$ cat src/rtl/axi4lite_slave_regfile.sv
// AXI4-Lite slave register file: parametrised width/depth, per-register read-only mask,
// SLVERR on out-of-range or read-only writes, independent AW/W capture.
module axi4lite_slave_regfile #(
  parameter int                  DATA_WIDTH = 32,
  parameter int                  ADDR_WIDTH = 8,
  parameter int                  NUM_REGS   = 8,
  parameter logic [NUM_REGS-1:0] RO_MASK    = '0
) (
  input  logic                    ACLK,
  input  logic                    ARESETN,
  input  logic [ADDR_WIDTH-1:0]   AWADDR,
  input  logic                    AWVALID,
  output logic                    AWREADY,
  input  logic [DATA_WIDTH-1:0]   WDATA,
  input  logic [DATA_WIDTH/8-1:0] WSTRB,
  input  logic                    WVALID,
  output logic                    WREADY,
  output logic [1:0]              BRESP,
  output logic                    BVALID,
  input  logic                    BREADY,
  input  logic [ADDR_WIDTH-1:0]   ARADDR,
  input  logic                    ARVALID,
  output logic                    ARREADY,
  output logic [DATA_WIDTH-1:0]   RDATA,
  output logic [1:0]              RRESP,
  output logic                    RVALID,
  input  logic                    RREADY
);

  localparam int         STRB_W      = DATA_WIDTH / 8;
  localparam int         ADDR_LSB    = $clog2(STRB_W);
  localparam int         IDX_W       = ADDR_WIDTH - ADDR_LSB;
  localparam logic [1:0] RESP_OKAY   = 2'b00;
  localparam logic [1:0] RESP_SLVERR = 2'b10;

  logic                  ready_en_q;
  logic                  aw_held_q, aw_held_d;
  logic [IDX_W-1:0]      aw_idx_q, aw_idx_d;
  logic                  w_held_q, w_held_d;
  logic [DATA_WIDTH-1:0] w_data_q, w_data_d;
  logic [STRB_W-1:0]     w_strb_q, w_strb_d;
  logic                  bvalid_q, bvalid_d;
  logic [1:0]            bresp_q, bresp_d;
  logic                  rvalid_q, rvalid_d;
  logic [1:0]            rresp_q, rresp_d;
  logic [DATA_WIDTH-1:0] rdata_q, rdata_d;
  logic [DATA_WIDTH-1:0] regs_q [NUM_REGS];
  logic [DATA_WIDTH-1:0] regs_d [NUM_REGS];

  logic                  aw_hs, w_hs, ar_hs, commit;
  logic [IDX_W-1:0]      ar_idx;
  logic                  wr_in_range, wr_ro, wr_ok;
  logic                  rd_in_range;
  logic [DATA_WIDTH-1:0] rd_data;
  logic                  unused_addr_lsbs;

  assign AWREADY = ready_en_q && !aw_held_q && !bvalid_q;
  assign WREADY  = ready_en_q && !w_held_q && !bvalid_q;
  assign ARREADY = ready_en_q && !rvalid_q;
  assign BVALID  = bvalid_q;
  assign BRESP   = bresp_q;
  assign RVALID  = rvalid_q;
  assign RRESP   = rresp_q;
  assign RDATA   = rdata_q;

  assign aw_hs  = AWVALID && AWREADY;
  assign w_hs   = WVALID && WREADY;
  assign ar_hs  = ARVALID && ARREADY;
  assign commit = aw_held_q && w_held_q;
  assign ar_idx = ARADDR[ADDR_WIDTH-1:ADDR_LSB];

  // Sub-word address bits carry no meaning for a word-wide register file.
  assign unused_addr_lsbs = ^{AWADDR[ADDR_LSB-1:0], ARADDR[ADDR_LSB-1:0]};

  always_comb begin
    wr_in_range = 1'b0;
    wr_ro       = 1'b0;
    rd_in_range = 1'b0;
    rd_data     = '0;
    for (int i = 0; i < NUM_REGS; i++) begin
      if (int'(aw_idx_q) == i) begin
        wr_in_range = 1'b1;
        wr_ro       = RO_MASK[i];
      end
      if (int'(ar_idx) == i) begin
        rd_in_range = 1'b1;
        rd_data     = regs_q[i];
      end
    end
    wr_ok = wr_in_range && !wr_ro;
  end

  always_comb begin
    aw_held_d = aw_held_q;
    aw_idx_d  = aw_idx_q;
    w_held_d  = w_held_q;
    w_data_d  = w_data_q;
    w_strb_d  = w_strb_q;
    bvalid_d  = bvalid_q;
    bresp_d   = bresp_q;
    regs_d    = regs_q;

    if (aw_hs) begin
      aw_held_d = 1'b1;
      aw_idx_d  = AWADDR[ADDR_WIDTH-1:ADDR_LSB];
    end
    if (w_hs) begin
      w_held_d = 1'b1;
      w_data_d = WDATA;
      w_strb_d = WSTRB;
    end

    // Readies are low while both holds are set, so a commit never overlaps a new capture.
    if (commit) begin
      aw_held_d = 1'b0;
      w_held_d  = 1'b0;
      bvalid_d  = 1'b1;
      bresp_d   = wr_ok ? RESP_OKAY : RESP_SLVERR;
      for (int i = 0; i < NUM_REGS; i++) begin
        if (wr_ok && int'(aw_idx_q) == i) begin
          for (int b = 0; b < STRB_W; b++) begin
            if (w_strb_q[b]) regs_d[i][b*8 +: 8] = w_data_q[b*8 +: 8];
          end
        end
      end
    end else if (bvalid_q && BREADY) begin
      bvalid_d = 1'b0;
    end
  end

  always_comb begin
    rvalid_d = rvalid_q;
    rresp_d  = rresp_q;
    rdata_d  = rdata_q;
    if (ar_hs) begin
      rvalid_d = 1'b1;
      rdata_d  = rd_in_range ? rd_data : '0;
      rresp_d  = rd_in_range ? RESP_OKAY : RESP_SLVERR;
    end else if (rvalid_q && RREADY) begin
      rvalid_d = 1'b0;
    end
  end

  always_ff @(posedge ACLK or negedge ARESETN) begin
    if (!ARESETN) begin
      ready_en_q <= 1'b0;
      aw_held_q  <= 1'b0;
      aw_idx_q   <= '0;
      w_held_q   <= 1'b0;
      w_data_q   <= '0;
      w_strb_q   <= '0;
      bvalid_q   <= 1'b0;
      bresp_q    <= RESP_OKAY;
      rvalid_q   <= 1'b0;
      rresp_q    <= RESP_OKAY;
      rdata_q    <= '0;
      regs_q     <= '{default: '0};
    end else begin
      ready_en_q <= 1'b1;
      aw_held_q  <= aw_held_d;
      aw_idx_q   <= aw_idx_d;
      w_held_q   <= w_held_d;
      w_data_q   <= w_data_d;
      w_strb_q   <= w_strb_d;
      bvalid_q   <= bvalid_d;
      bresp_q    <= bresp_d;
      rvalid_q   <= rvalid_d;
      rresp_q    <= rresp_d;
      rdata_q    <= rdata_d;
      regs_q     <= regs_d;
    end
  end

endmodule
$ cat config.mk
export PLATFORM = sky130hd
export DESIGN_NAME = axi4lite_slave_regfile
export DESIGN_NICKNAME = d
export VERILOG_FILES = /design/src/rtl/axi4lite_slave_regfile.sv
export SDC_FILE = /design/constraint.sdc
export NUM_CORES = 1
export LEC_CHECK = 0
export ABC_AREA = 1
export ABC_CLOCK_PERIOD_IN_PS = 2100
export BUFFER_PORTS_ARGS = -buffer_cell sky130_fd_sc_hd__buf_2
export CAP_MARGIN = 20
export CORE_MARGIN = 10
export CORE_UTILIZATION = 33
export CTS_CLUSTER_SIZE = 30
export DETAILED_ROUTE_END_ITERATION = 12
export SLEW_MARGIN = 20
export SYNTH_ARGS = -nofsm -noshare
export SYNTH_HDL_FRONTEND = slang
export SYNTH_SLANG_ARGS = --single-unit
export TNS_END_PERCENT = 50
$ cat constraint.sdc
create_clock -name ACLK -period 2.1 [get_ports ACLK]
set_input_delay 0.21 -clock ACLK [delete_from_list [all_inputs] [get_ports ACLK]]
set_output_delay 0.21 -clock ACLK [all_outputs]
set_load 0.05 [all_outputs]
==> summary.txt <==
Clock Root Buffer -> clkbuf_16
Net Switching -> 5.77 mW
CP Capture Type -> flop
Largest net degree at the start of global routing -> 74
CP max stage delay -> 0.47 ns
Vias in the first global route -> 11500
Clock Latency Late Sink -> 0.54 ns
Sequential fraction of the synthesis area -> 0.582
Clock buffer depth -> 3
Least-Margin Pin Slew -> 0.597 ns
HP Start -> AWVALID
Post CTS Setup Buffer Count -> 0
Final hold viol count -> 0
Top_reg_cell synth -> dfrtp_1
Syn Area/Cell -> 8.68 sq um
Syn Inst Count -> 1669
Met3 wire len -> 2040 um
Initial DRC count -> 873
Post-Route M1 WL -> 19000 um
FF+latch count, synth -> 337
Gpl congestion -> 0.797
CTS buffer count -> 37
Number of library cell types mapped by synthesis -> 23
Finished Layout Cells -> 2423
Final Cycle Share -> 0.838
Reg power frac -> 0.475
Area after DPL -> 15900 sq um
Int Power -> 13.0 mW
Slowest CP cell -> dfrtp_1
Num rows -> 76
Grt ovf -> 0
# fillers -> 4316
Ys async rst share -> 1.00
Largest cells by area after synthesis -> dfrtp_1 58%, nand2_1 12%, o21ai_0 9.4%, nand4_1 4.2%, inv_1 3.0%
Final non-filler cell area -> 17600 sq um
Initial antenna violation count -> 0
Final Skew -> 0.0131 ns
Post-CTS sizing -> 0
Area share of the largest cell type after synthesis -> 0.582
CP Data Arrival Time -> 2.15 ns
Peak VDD IR -> 0.619 mV
Setup violations, final -> 0
DR WL/cell -> 16.4 um
Port Buffers -> 93
HPWL after DPL -> 26100 um
Max-cap violations -> 0
Clock network power share -> 0.344
Worst Setup Start Kind -> flop
CP Class -> reg -> reg
H-tree Lvls -> 2
Worst-path fanout max -> 16
Critical path startpoint -> aw_idx_q[0]$_DFFE_PN0P_
Net Sw Frac -> 0.308
Area Growth Syn to Fin -> 21.4%
DR pass1 iterations -> 5
Fin crit period -> 1.76 ns
Nets -> 1868
Status -> finished, final reports clean
Worst Hold Class -> in -> reg
Vias per cell -> 4.91
Fraction of layout cells with a size suffix above 1 -> 0.132
Count of pins over their slew limit -> 0
Initial core utilization -> 0.335
Crit Reg-Reg Startpoint -> aw_idx_q[0]$_DFFE_PN0P_
Routed Antenna Nets -> 0
RSZ-0062 raised after global routing -> false
Tot Pwr -> 18.7 mW
Die X -> 230 um
Synth warn -> 0
Core area -> 43300 sq um
Via count -> 11900
Setup tns final -> 0 ns
Top Layer Used -> met4
Num ports -> 100
Max Freq -> 568 MHz
Placed insts -> 2310
Worst hold margin -> 0.147 ns
Count leader, synth -> nand2_1
Total wire length -> 39700 um
Slew headroom -> 0.600
DRC errors left -> 0
CP cell instances -> nor2_1 -> nand3_2 -> nand2_1 -> o21ai_0
Worst-path clk slew -> 0.06 ns
Tot GR Track Use -> 0.152
Most instantiated cells after synthesis -> 456 x nand2_1, 337 x dfrtp_1, 271 x o21ai_0, 116 x inv_1, 115 x nor2_1
Sink Count -> 337
First-pass GRT wire length -> 65400 um
Post-synth EDFFs -> 0
Lkg Pwr -> 8.40 nW
CTS tree -> done
Total die area -> 52700 sq um
Combinational Power Share -> 0.181
Met2 WL post-DR -> 17900 um
CTS Hold Bufs -> 45
Chip height -> 230 um
Critical Path RT -> 2.49 ns
Pwr/cell area -> 1060 nW/um^2
Area leader, netlist -> dfrtp_1
Synth Cell Area -> 14500 sq um
-- worst max-delay path, delay by kind of cell, from the launching register on --
kind,cells,cell delay [ns]
AOI/OAI and AO/OA,1,0.09
and+or+nand+nor,3,1.05
DFF,1,0.47
-- cell families (layout without fill, tap and decap cells) --
family | count (synthesis) | count (layout) | share of synthesized area
AO/OA/AOI/OAI | 363 | 363 | 0.131
AND/OR/NAND/NOR | 754 | 754 | 0.228
buffers and inverters | 209 | 376 | 0.0556
multiplexers | 4 | 4 | 0.00311
flip-flops | 337 | 337 | 0.582
other | 2 | 4 | 0.000518
-- placed cells by master (no fill, tap or decap), drive strengths merged --
| cell type | netlist | routed |
|---|---|---|
| nor4 | 1 | 1 |
| diode | 0 | 1 |
| nor3 | 6 | 6 |
| clkinv | 0 | 8 |
| clkbuf | 71 | 57 |
| o21ai | 291 | 291 |
| a21oi | 40 | 40 |
| inv | 116 | 117 |
| nand2 | 458 | 458 |
| buf | 22 | 148 |
| bufinv | 0 | 1 |
| nand4 | 97 | 97 |
| conb | 2 | 3 |
| nor2 | 123 | 123 |
| dlygate4sd3 | 0 | 45 |
| mux2 | 4 | 4 |
| nand3 | 69 | 69 |
| dfrtp | 337 | 337 |
| o211ai | 32 | 32 |
-- power by group through the flow --
stage | sequential [mW] | combinational [mW] | clock (mW)
after floorplan | 8.90 | 2.21 | 0
after global placement | 8.93 | 3.25 | 0
after detailed placement | 8.99 | 3.37 | 0
after CTS | 8.89 | 3.44 | 6.61
after global routing | 9.08 | 3.93 | 6.91
final | 8.90 | 3.39 | 6.45
-- final cells by class --
cell class              count  area (sq um)  share of cell area
well taps                 585           732              0.0416
repair buffers            193          1460              0.0832
flip-flops and latches    337          8430               0.479
clock inverters            10          78.8             0.00448
diodes                      1          2.50            0.000142
clock buffers              57          1130              0.0644
multi-input cells        1124          5320               0.302
inverters                 116           435              0.0247
-- worst paths after layout --
kind	end	slack, ns	cells past startpoint
min in group asynchronous	regs_q[34]$_DFFE_PN0P_	0.22	2
min reg2reg	RDATA[7]$_DFFE_PN0P_	0.48	2
min	aw_held_q$_DFFE_PN0P_	0.15	3
max	regs_q[114]$_DFFE_PN0P_	0.34	4
max reg2reg	regs_q[114]$_DFFE_PN0P_	0.34	4
max in group asynchronous	w_data_q[13]$_DFFE_PN0P_	1.12	3
-- stage by stage --
step / setup WS (ns) / util
after global placement: 0.310 / 0.368
after global routing: 0.0825 / 0.407
final: 0.340 / 0.407
after CTS: 0.366 / 0.407
after detailed placement: 0.307 / 0.368
after floorplan: -0.0852 / -
-- registers in the layout, indices dropped and copies added (netlist names) --
name        count
w_strb_q        4
BVALID          1
ready_en_q      1
RRESP           1
regs_q        256
aw_held_q       1
RDATA          32
w_held_q        1
BRESP           1
aw_idx_q        6
w_data_q       32
RVALID          1
-- per-layer routing --
| layer | track usage | vias to the layer above |
|---|---|---|
| li1 | - | 5813 |
| met5 | 0 | - |
| met2 | 0.237 | 291 |
| met3 | 0.0240 | 56 |
| met1 | 0.215 | 5725 |
| met4 | 0.0430 | 0 |
Power figures use the tool's default switching activity.
